--- config.mk ---
export PLATFORM = sky130hd
export DESIGN_NAME = status_value_vector_tagged
export DESIGN_NICKNAME = d
export VERILOG_FILES = /design/src/rtl/status_value_vector_pkg.sv /design/src/rtl/svv_wrap_ptr.sv /design/src/rtl/status_value_vector_tagged.sv
export SDC_FILE = /design/constraint.sdc
export NUM_CORES = 1
export LEC_CHECK = 0
export CAP_MARGIN = 20
export CORE_ASPECT_RATIO = 1.75
export CORE_UTILIZATION = 40
export CTS_BUF_LIST = sky130_fd_sc_hd__clkbuf_4 sky130_fd_sc_hd__clkbuf_8
export DETAILED_ROUTE_END_ITERATION = 6
export GPL_TIMING_DRIVEN = 1
export REMOVE_ABC_BUFFERS = 1
export SETUP_SLACK_MARGIN = 0.4
export SLEW_MARGIN = 40
export SYNTH_ARGS = -nofsm -noshare
export SYNTH_HDL_FRONTEND = slang
export SYNTH_HIERARCHICAL = 1
export SYNTH_SLANG_ARGS = --single-unit
--- constraint.sdc ---
create_clock -name clk_i -period 2.8 [get_ports clk_i]
set_clock_uncertainty 0.2 [all_clocks]
set_input_delay 0.28 -clock clk_i [delete_from_list [all_inputs] [get_ports clk_i]]
set_output_delay 0.28 -clock clk_i [all_outputs]
set_load 0.05 [all_outputs]
--- src/rtl/status_value_vector_pkg.sv ---
// Shared definitions for the tagged status value vector: address-width helper,
// tag/count types for the default depth, and the encoding of the registered error pulses.
package status_value_vector_pkg;

   localparam int SVV_DEFAULT_DEPTH = 32;

   function automatic int svv_aw(input int depth);
      return (depth < 2) ? 1 : $clog2(depth);
   endfunction

   typedef logic [svv_aw(SVV_DEFAULT_DEPTH)-1:0] svv_tag_t;
   typedef logic [svv_aw(SVV_DEFAULT_DEPTH):0]   svv_count_t;

   // One-hot so each pulse output decodes from a single bit pattern.
   localparam logic [1:0] SVV_ERR_NONE      = 2'b00;
   localparam logic [1:0] SVV_ERR_OVERFLOW  = 2'b01;
   localparam logic [1:0] SVV_ERR_UNDERFLOW = 2'b10;

endpackage

--- src/rtl/svv_wrap_ptr.sv ---
// Free-running AW-bit ring pointer with synchronous clear; wraps DEPTH-1 -> 0
// naturally because DEPTH is a power of two.
module svv_wrap_ptr #(
   parameter int AW = 5
) (
   input  logic          clk,
   input  logic          rst_n,
   input  logic          clr,
   input  logic          inc,
   output logic [AW-1:0] ptr
);

   always_ff @(posedge clk or negedge rst_n) begin
      if (!rst_n) begin
         ptr <= '0;
      end else if (clr) begin
         ptr <= '0;
      end else if (inc) begin
         ptr <= ptr + AW'(1);
      end
   end

endmodule

--- src/rtl/status_value_vector_tagged.sv ---
// In-order queue of status values; each push is tagged with its slot so the entry can be
// rewritten until it drains. Optional same-cycle bypass on empty under macro SVV_BYPASS_EN.
module status_value_vector_tagged
   import status_value_vector_pkg::*;
#(
   parameter  int DEPTH     = 32,
   parameter  int WIDTH     = 4,
   parameter  int AFULL_THR = 28,
   localparam int AW        = svv_aw(DEPTH)
) (
   input  logic             clk_i,
   input  logic             rsn_i,
   input  logic             flush_i,
   input  logic             push_i,
   input  logic [WIDTH-1:0] value_i,
   output logic [AW-1:0]    push_tag_o,
   input  logic             pull_i,
   output logic [WIDTH-1:0] value_o,
   output logic             valid_o,
   input  logic             set_i,
   input  logic [AW-1:0]    set_tag_i,
   input  logic [WIDTH-1:0] set_value_i,
   output logic             full_o,
   output logic             almost_full_o,
   output logic [AW:0]      count_o,
   output logic             overflow_o,
   output logic             underflow_o
);

   localparam logic [AW:0] CNT_FULL  = (AW+1)'(DEPTH);
   localparam logic [AW:0] CNT_AFULL = (AW+1)'(AFULL_THR);

   logic [WIDTH-1:0] mem [DEPTH];
   logic [DEPTH-1:0] vld;
   logic [AW-1:0]    head;
   logic [AW-1:0]    tail;
   logic [AW:0]      count;
   logic [1:0]       err;

   logic empty, full, bypass, bypass_pull;
   logic pull_ok, push_ok, wr_en, set_ok, drop, under;

   assign empty = (count == '0);
   assign full  = (count == CNT_FULL);

`ifdef SVV_BYPASS_EN
   assign bypass = empty & push_i & ~flush_i;
`else
   assign bypass = 1'b0;
`endif

   // Handshake: push/pull/set are single-cycle requests with no ready; acceptance is
   // decided in the same cycle (push needs room or a concurrent pull, pull needs an entry),
   // and a refused push or pull is reported by a one-cycle pulse on the following cycle.
   assign bypass_pull = bypass & pull_i;
   assign pull_ok     = ~flush_i & pull_i & ~empty;
   assign push_ok     = ~flush_i & push_i & (~full | pull_i);
   assign wr_en       = push_ok & ~bypass_pull;
   assign drop        = ~flush_i & push_i & full & ~pull_i;
   assign under       = ~flush_i & pull_i & empty & ~bypass;

   // A set racing the pull of its own slot loses; a set to the slot being pushed is
   // already excluded because that slot's valid bit is still clear.
   assign set_ok = ~flush_i & set_i & vld[set_tag_i] & ~(pull_ok && (set_tag_i == head));

   svv_wrap_ptr #(.AW(AW)) u_head (
      .clk   (clk_i),
      .rst_n (rsn_i),
      .clr   (flush_i),
      .inc   (pull_ok),
      .ptr   (head)
   );

   svv_wrap_ptr #(.AW(AW)) u_tail (
      .clk   (clk_i),
      .rst_n (rsn_i),
      .clr   (flush_i),
      .inc   (push_ok),
      .ptr   (tail)
   );

   always_ff @(posedge clk_i or negedge rsn_i) begin
      if (!rsn_i) begin
         count <= '0;
         err   <= SVV_ERR_NONE;
      end else if (flush_i) begin
         count <= '0;
         err   <= SVV_ERR_NONE;
      end else begin
         count <= count + (AW+1)'(wr_en) - (AW+1)'(pull_ok);
         if (drop) begin
            err <= SVV_ERR_OVERFLOW;
         end else if (under) begin
            err <= SVV_ERR_UNDERFLOW;
         end else begin
            err <= SVV_ERR_NONE;
         end
      end
   end

   // On a full push+pull head equals tail: the set must land after the clear.
   always_ff @(posedge clk_i or negedge rsn_i) begin
      if (!rsn_i) begin
         vld <= '0;
      end else if (flush_i) begin
         vld <= '0;
      end else begin
         if (pull_ok) vld[head] <= 1'b0;
         if (wr_en)   vld[tail] <= 1'b1;
      end
   end

   always_ff @(posedge clk_i) begin
      if (set_ok) mem[set_tag_i] <= set_value_i;
      if (wr_en)  mem[tail]      <= value_i;
   end

   assign valid_o       = ~empty | bypass;
   assign value_o       = bypass ? value_i : (empty ? '0 : mem[head]);
   assign push_tag_o    = tail;
   assign full_o        = full;
   assign almost_full_o = (count >= CNT_AFULL);
   assign count_o       = count;
   assign overflow_o    = (err == SVV_ERR_OVERFLOW);
   assign underflow_o   = (err == SVV_ERR_UNDERFLOW);

endmodule

**Yosys cells after proc, flatten, opt, wreduce, memory -nomap -nowiden**

Memory sizes are Yosys's and may differ from the RTL's.
Cells that the tools add are included.

- Register bits: 50
- Memories: 1
- Bits in writable memories: 128
- Logic and storage cells: 68
- Input bits: 19

Memories:

| memory | words | width | read ports | clocked after Yosys merged registers in | wr ports | RTL line | RTL |
|---|---|---|---|---|---|---|---|
| mem | 32 | 4 | 1 | 0 | 2 | status_value_vector_tagged.sv:33 | `logic [WIDTH-1:0] mem [DEPTH];` |

- Mux-type cells: 23
- Bitwise operators: 19
- $lt $le $gt $ge: 6
- Eq/ne operators: 4
- $add $sub $neg: 4
- Reductions and logical operators: 6

Operator list:

| operator | number |
|---|---|
| 2-to-1 mux 32 bit | 4 |
| AND 32 bit | 1 |
| inverter 32 bit | 1 |
| bitwise OR 32 bit | 1 |
| 2-to-1 mux 5 bit | 4 |
| less-than comparator 5 x 6 -> 1 bit (second input constant) | 3 |
| adder 5 x 1 -> 5 bit (second input constant) | 2 |
| AND 1 bit | 10 |
| demux 1 bit (select 5 bit) | 2 |
| >= comparator 5 x 1 -> 1 bit (second input constant) | 2 |
| 2-to-1 mux 1 bit | 7 |
| adder 6 x 1 -> 6 bit | 1 |
| equality test 6 bit (second input constant) | 1 |
| >= comparator 6 x 5 -> 1 bit (second input constant) | 1 |
| logical NOT 6 bit | 1 |
| 2-to-1 mux 2 bit | 3 |
| 2-to-1 mux 6 bit | 1 |
| subtractor 6 x 1 -> 6 bit | 1 |
| binary-select mux 1 bit (select 5 bit) | 1 |
| equality test 5 bit | 1 |
| inverter 1 bit | 5 |
| 2-to-1 mux 4 bit | 1 |
| nonzero test 2 bit | 2 |
| logical AND 1 bit | 3 |
| 3 further kinds | 3 |

**Longest topological paths before layout**

Gate-level depths: netlist (run 1).

- Word-level depth: 11
- Mapped depth: 14
- Gate-level depth less buffers: 14

**Cells and area by module**

The synthesis (run 1) kept the hierarchy.

By module, submodules not included:

| module | times used | area each (sq um) | seq. area each (sq um) | cells an instance |
|---|---|---|---|---|
| status_value_vector_tagged | 1 | 9,360.2 | 4,844.6 | 694 |
| svv_wrap_ptr | 2 | 252.7 | 125.1 | 22 |

**Least setup slack after synthesis (run 1)**

No wires, ideal clock.

- Kind: register -> register
- Start: reg count[2], in the netlist count_o[2]
- End: reg count[5], in the netlist count_o[5]
- Data required time: 2,475 ps
- Data arrival time: 3,051 ps
- Clock period less this slack: 3,375 ps
- Library setup time: 125 ps
- Stages on the path, launching flop included: 14
- Slack: -575 ps
- Path buffers: 0
- Cell sequence: dfrtp_1 inv_1 ha_1 and4bb_2 a21oi_2 inv_1 ha_1 inv_1 ha_1 a21o_1 a21oi_1 o21bai_1 a21oi_1 mux2_2

- Word-level cells in the longest chain between the ends: 7
- Elaborated cells on any way between the ends: 10

RTL lines:

| item | RTL line | RTL |
|---|---|---|
| start, declared | status_value_vector_tagged.sv:37 | `logic [AW:0] count;` |
| start signal, assigned | status_value_vector_tagged.sv:90 | `count <= count + (AW+1)'(wr_en) - (AW+1)'(pull_ok);` |
| equality test 6 bit | status_value_vector_tagged.sv:44 | `assign full = (count == CNT_FULL);` |
| via full_o | status_value_vector_tagged.sv:23 | `output logic full_o,` |
| inverter 1 bit | status_value_vector_tagged.sv:57 | `assign push_ok = ~flush_i & push_i & (~full \| pull_i);` |
| bitwise OR 1 bit | status_value_vector_tagged.sv:57 |  |
| AND 1 bit | status_value_vector_tagged.sv:57 |  |
| via push_ok | status_value_vector_tagged.sv:41 | `logic pull_ok, push_ok, wr_en, set_ok, drop, under;` |
| adder 6 x 1 -> 6 bit | status_value_vector_tagged.sv:90 |  |
| subtractor 6 x 1 -> 6 bit | status_value_vector_tagged.sv:90 |  |
| 2-to-1 mux 6 bit | status_value_vector_tagged.sv:86 | `end else if (flush_i) begin` |

The timed path passes the listed nets, and every way through them passes these cells.
A chain may end at the register's enable or synchronous reset.

**Worst setup path in the final report (run 1)**

- Start: reg u_head.ptr[3]
- End: out value_o[2]

- Word-level cells in the longest chain between the ends: 2

RTL lines:

| item | RTL line | RTL |
|---|---|---|
| start, declared | svv_wrap_ptr.sv:10 | `output logic [AW-1:0] ptr` |
| start signal, assigned | svv_wrap_ptr.sv:19 | `ptr <= ptr + AW'(1);` |
| memory (32 x 4 bit) | -- |  |
| 2-to-1 mux 4 bit | status_value_vector_tagged.sv:119 | `assign value_o = bypass ? value_i : (empty ? '0 : mem[head]);` |
| end, declared | status_value_vector_tagged.sv:18 | `output logic [WIDTH-1:0] value_o,` |

Every way passes these cells.

==> results.yml, run 1 <==
cells_and_area:
  fin_util: 0.616
  drive_gt1_frac: 0.620
  finalNetCount: 973
  multiInputGateArea_um2: 6300
  antenna_cells: 0
  fillerInstances: 1674
  instances_no_fill: 1261
  seq_area_um2: 5100
  syn_to_final_growth_pct: 50.5
  finish.instance_area_um2: 14800
setup_path:
  max_stage_delay_ns: 0.57
  end_kind: "primary output"
  reg2reg_depth: 12
  critPathLaunchType: "flip-flop"
  cp.required_ns: 2.32
  critPathSlowestCell: "dfrtp_1"
  worst-path-stages: 6
  cp_top_family: "compound AO/OA/AOI/OAI gates"
  endpoint: "value_o[2]"
  crit_start: "u_head/ptr[3]"
  crit_buf_inv: 2
  r2r-start: "count_o[5]"
  r2r_setup_slack_ns: -0.10
  path_cells: "nand3b_1, o22ai_1, a211oi_2, buf_4, a31oi_4, buf_6"
  regToRegEndpoint: "count_o[5]"
  path_class: "flip-flop to primary output"
  cp.arrival_ns: 2.59
  crit_fanout: 8
floorplanning:
  chipHeight_um: 210
  pin_count: 39
  die_w_um: 121
  rows: 75
  fp.coreArea_um2: 24100
  start_util: 0.409
  dieArea_um2: 25300
power_and_ir_drop:
  leakage_nw: 6.26
  ir_drop_v: 0.000337
  powerDensity_nw_per_um2: 506
routing:
  first_pass_iters: 4
  via_per_inst: 6.12
  wirelength_mm: 34.8
  final_antenna_net_count: 0
  vias: 7713
  drt_first_iter_violations: 639
  drc: 0
  wire_per_inst_um: 27.6
flow_run:
  maxCapViolCount: 0
timing:
  setup_ws_ns: -0.272
  period_minus_slack_ns: 3.07
  period_share: 1.10
  slew_headroom: 0.322
  drv_slew: 0
  tightest_slew_ns: 1.02
  fmax_mhz: 326
  finalSetupViolations: 60
  final_hold_viol_count: 0
  rsz0062_at_grt: "true"
global_route:
  grt_pass1_wl_mm: 49.5
  grt_overflow: 0
  grt_usage: 0.273
  grt_max_degree: 33
  grt_pass1_vias: 8122
  grt_antenna_before_repair: 0
synthesis:
  async_flop_share: 0.281
  synth-edff-count: 128
  synth_cells: 738
  syn_area_um2: 9870
  syn_area_per_cell_um2: 13.4
  synth-seq-area-share: 0.516
  ys_ff_latch: 178
  synth_ff_type: "edfxtp_1"
  ys_warn_count: 6
  yosys.cell_types.count: 59
outcome:
  status: "complete, but fails checks"
  violations: "setup timing"
place:
  hpwl_mm: 20.4
  placed_cell_area_um2: 11200
  dp_cells: 1132
  dp_slack_ns: -0.318
  portBuffers: 38
  place.gp.congestion: 0.955
clock_tree:
  clkSinkCount: 178
  h-tree-depth: 4
  cts_buffers: 17
  cts_tree: "built"
  insertion_delay_ns: 0.50
  clk_path_buf_depth: 2
  cts-root-buf: "clkbuf_8"
  clk_pin_slew_ns: 0.10
hold_path:
  hold_class: "primary input to asynchronous set/reset pin"
-- power by group --
| part | total (W) | leakage [nW] | switching [W] | internal [W] |
|---|---|---|---|---|
| Clock | 0.00168 | 0.165 | 0.000990 | 0.000694 |
| Combinational | 0.00288 | 4.26 | 0.00144 | 0.00144 |
| Sequential | 0.00295 | 1.84 | 0.0000649 | 0.00289 |
| Total | 0.00752 | 6.26 | 0.00249 | 0.00502 |
-- cells in the final DEF, fill, tap and decap left out, drive strengths merged, types with 24 or more instances in the layout --
| master | synthesis | routed |
|---|---|---|
| mux4 | 32 | 32 |
| edfxtp | 128 | 128 |
| buf | 22 | 214 |
| nand2 | 39 | 39 |
| o41ai | 24 | 24 |
| dfrtp | 50 | 50 |
| mux2 | 135 | 135 |
| o21ai | 33 | 33 |
| a21oi | 39 | 39 |
-- layout make-up --
cell class | instances | share of cell area
Multi-Input combinational cell | 478 | 0.424
Sequential cell | 178 | 0.343
Timing Repair Buffer | 244 | 0.176
Tap cell | 308 | 0.0260
Clock buffer | 22 | 0.0191
Inverter | 21 | 0.00615
Clock inverter | 10 | 0.00531
-- timing repair --
item                                    in CTS  in global routing
gates cloned                                 7                  0
hold buffers                                 1                  0
resized for setup                          354                195
buffers inserted                            51                 38
endpoints found under the hold margin       30                  0
endpoints found under the setup margin     288                313
pin swaps                                   75                 58
-- cells by family (layout without fill, tap and decap cells) --
logic type               after synthesis  in the layout  synth area share
AO/OA/AOI/OAI                        136            136            0.0927
XOR/XNOR                              10             10           0.00888
adder cells (fa/ha/maj)               14             14            0.0185
buffers and inverters                 82            297            0.0407
flip-flops                           178            178             0.516
multiplexers                         183            183             0.244
AND/OR/NAND/NOR                      135            135            0.0786
-- layer usage --
metal,vias up,share of wire,track usage
met5,-,0,0
li1,3272,-,-
met3,140,0.055,0.0549
met1,3977,0.33,0.275
met2,324,0.55,0.501
met4,0,0.067,0.176
-- worst min path at each step --
stage                     startpoint             to  slack [ns]  cells after the start
after global placement         rsn_i  u_tail/ptr[2]        0.18                      1
after CTS                    flush_i         err[0]        0.02                      4
after global routing           rsn_i  u_tail/ptr[4]        0.09                      2
after floorplan                rsn_i     count_o[0]       -0.22                      0
after detailed placement       rsn_i  u_tail/ptr[4]        0.20                      1
final                          rsn_i  u_tail/ptr[4]        0.06                      2
-- metrics by stage --
stage	total power [W]	hold WS (ns)	TNS (ns)
finish	0.00752	0.0596	-2.05
global route	0.00774	0.0931	-7.38
CTS	0.00714	0.0163	-1.17
detailed placement	0.00482	0.199	-32.28
global placement	0.00477	0.184	-32.67
floorplan	0.00402	-0.216	-264.85
-- Yosys cell counts (10+ instances only) --
cell / count / area (um^2)
inv_1: 20 / 75.1
nand3b_1: 10 / 75.1
mux4_2: 32 / 721
o41ai_1: 19 / 166
mux2i_1: 16 / 160
nor2_1: 19 / 71.3
o21ai_0: 33 / 165
clkbuf_1: 39 / 146
edfxtp_1: 128 / 3840
ha_1: 13 / 163
a21oi_1: 38 / 190
dfrtp_1: 50 / 1250
mux2_2: 131 / 1480
nor2b_1: 13 / 81.3
nand2_1: 39 / 146
-- worst reg2reg max path, cell delays in order, from the launching register on --
cell and delay (ns):
dfrtp_1 0.45, ha_4 0.18, and4bb_2 0.26, a21oi_4 0.19, inv_2 0.08, ha_4 0.26, inv_2 0.04, ha_4 0.16
a21o_1 0.17, a21oi_2 0.16, o21bai_1 0.10, a21oi_1 0.18, mux2_2 0.36
-- state kept, by name, summed over array words and instances (netlist names) --
signal      cells
mem           128
vld            32
count_o         6
u_head/ptr      5
err             2
u_tail/ptr      5
(Power assumes the default switching activity.)
==> inputs of run 2 (changes only) <==
--- a/config.mk
+++ b/config.mk
@@ -11,7 +11,6 @@
 export CTS_BUF_LIST = sky130_fd_sc_hd__clkbuf_4 sky130_fd_sc_hd__clkbuf_8
 export DETAILED_ROUTE_END_ITERATION = 6
 export GPL_TIMING_DRIVEN = 1
-export REMOVE_ABC_BUFFERS = 1
 export SETUP_SLACK_MARGIN = 0.4
 export SLEW_MARGIN = 40
 export SYNTH_ARGS = -nofsm -noshare
==> run 2 against run 1 <==
  * The flow still finishes with violations (setup timing)
  * Critical path depth increased by 2
  * Die area unchanged
  * Flip-flop and latch count unchanged
  * Largest cell class unchanged
==> results.yml, run 2 (synthesis gave the netlist of run 1 again) <==
routing:
  drt_first_iter_violations: 501
  wire_per_inst_um: 27.2
  first_pass_iters: 5
  wirelength_mm: 33.6
  via_per_inst: 6.07
  vias: 7495
  drc: 0
  final_antenna_net_count: 0
timing:
  slew_headroom: 0.438
  finalSetupViolations: 71
  fmax_mhz: 333
  rsz0062_at_grt: "true"
  final_hold_viol_count: 0
  tightest_slew_ns: 0.842
  period_minus_slack_ns: 3.00
  holdWs_ns: 0.0901
  setup_ws_ns: -0.201
  finalSetupTns_ns: -1.96
  period_share: 1.07
  drv_slew: 0
global_route:
  grt_pass1_vias: 7718
  grt_pass1_wl_mm: 46.3
  grt_antenna_before_repair: 0
  grt_max_degree: 51
  grt_overflow: 0
  grt_usage: 0.255
setup_path:
  r2r_setup_slack_ns: -0.07
  path_class: "flip-flop to primary output"
  cp.required_ns: 2.32
  critPathLaunchType: "flip-flop"
  regToRegEndpoint: "mem[9][3]"
  end_kind: "primary output"
  r2r-start: "u_head/ptr[0]"
  reg2reg_depth: 11
  crit_fanout: 7
  path_cells: "buf_12, buf_16, mux4_2, nor2b_4, a211oi_2, buf_4, a31oi_4, buf_12"
  cp.arrival_ns: 2.52
  cp_common_cell: "buf_12"
  critPathSlowestCell: "mux4_2"
  max_stage_delay_ns: 0.51
cells_and_area:
  drive_gt1_frac: 0.602
  final_cell_mix: "128 x edfxtp_1, 95 x buf_4, 89 x mux2_2"
  antenna_cells: 0
  top_register: "mem"
  syn_to_final_growth_pct: 46.0
  finalNetCount: 947
  largest_reg_flops: 128
  layout_commonest_cell: "edfxtp_1"
floorplanning:
  chipHeight_um: 210
  die_w_um: 121
  fp.coreArea_um2: 24100
  start_util: 0.409
  rows: 75
  pin_count: 39
  dieArea_um2: 25300
hold_path:
  min_path_cells: 3
  hold_end: "count_o[3]"
  min_from: "flush_i"
  hold_class: "primary input to flip-flop"
clock_tree:
  clk_pin_slew_ns: 0.10
  clkSinkCount: 178
  h-tree-depth: 4
  insertion_delay_ns: 0.49
  cts_buffers: 17
  cts_tree: "built"
  clk_path_buf_depth: 2
  cts-root-buf: "clkbuf_8"
place:
  portBuffers: 38
  hpwl_mm: 21.5
  dp_slack_ns: -0.741
  place.gp.congestion: 0.872
power_and_ir_drop:
  powerDensity_nw_per_um2: 498
  leakage_nw: 5.63
  ir_drop_v: 0.000552
  power_w: 0.00718
outcome:
  violations: "setup timing"
  status: "complete, but fails checks"
synthesis:
  syn_nets: 771
flow_run:
  maxCapViolCount: 0
-- run 2: metal layers --
| layer | GRT usage | part of all wire |
|---|---|---|
| met5 | 0 | 0 |
| met4 | 0.154 | 0.073 |
| met2 | 0.483 | 0.55 |
| met3 | 0.0399 | 0.052 |
| met1 | 0.256 | 0.33 |
-- run 2: critical path, delay by kind of cell (launching register included) --
kind | cells | cell delay, ns
AND/OR/NAND/NOR | 1 | 0.15
flip-flops | 1 | 0.43
buffers and inverters | 4 | 0.59
multiplexers | 1 | 0.51
AO/OA/AOI/OAI | 2 | 0.35
-- run 2: cell type report --
type | count | area (um^2)
Clock inverter | 15 | 110
Inverter | 21 | 83.8
Multi-Input combinational cell | 478 | 6060
Fill cell | 1736 | 9710
Sequential cell | 178 | 5100
Tap cell | 308 | 385
Timing Repair Buffer | 218 | 2430
Clock buffer | 17 | 234
-- run 2: worst max path at each step --
stage	start	endpoint	slack (ns)	cells after the start
5_1_grt	u_head/ptr[0]	value_o[1]	-0.26	7
6_report	u_head/ptr[0]	value_o[2]	-0.20	8
3_3_place_gp	set_tag_i[0]	mem[13][0]	-0.72	7
2_1_floorplan	count_o[5]	count_o[5]	-0.1	13
4_1_cts	u_head/ptr[0]	value_o[0]	-0.21	9
3_5_place_dp	set_tag_i[4]	mem[13][1]	-0.74	7
-- run 2: repair_timing --
item                                   in CTS  in global routing
hold buffers                                3                  0
setup endpoints to repair                 285                305
setup buffers                              33                 48
resized for setup                         197                148
endpoints found under the hold margin      52                  0
pin swaps                                  39                 41
gates cloned                                1                  1
-- run 2: metrics by stage --
step                instances  instance area, um^2   util
detailed placement       1117                11500  0.476
floorplan                 738                10200      -
finish                   1235                14400  0.597
global route             1235                14400  0.597
global placement         1117                11500  0.476
CTS                      1186                13200  0.549
-- run 2: report_power, final --
part / switching [W] / leakage (nW) / internal [W]
Combinational: 0.00132 / 3.62 / 0.00128
Clock: 0.000998 / 0.174 / 0.000619
Sequential: 0.0000624 / 1.83 / 0.00289
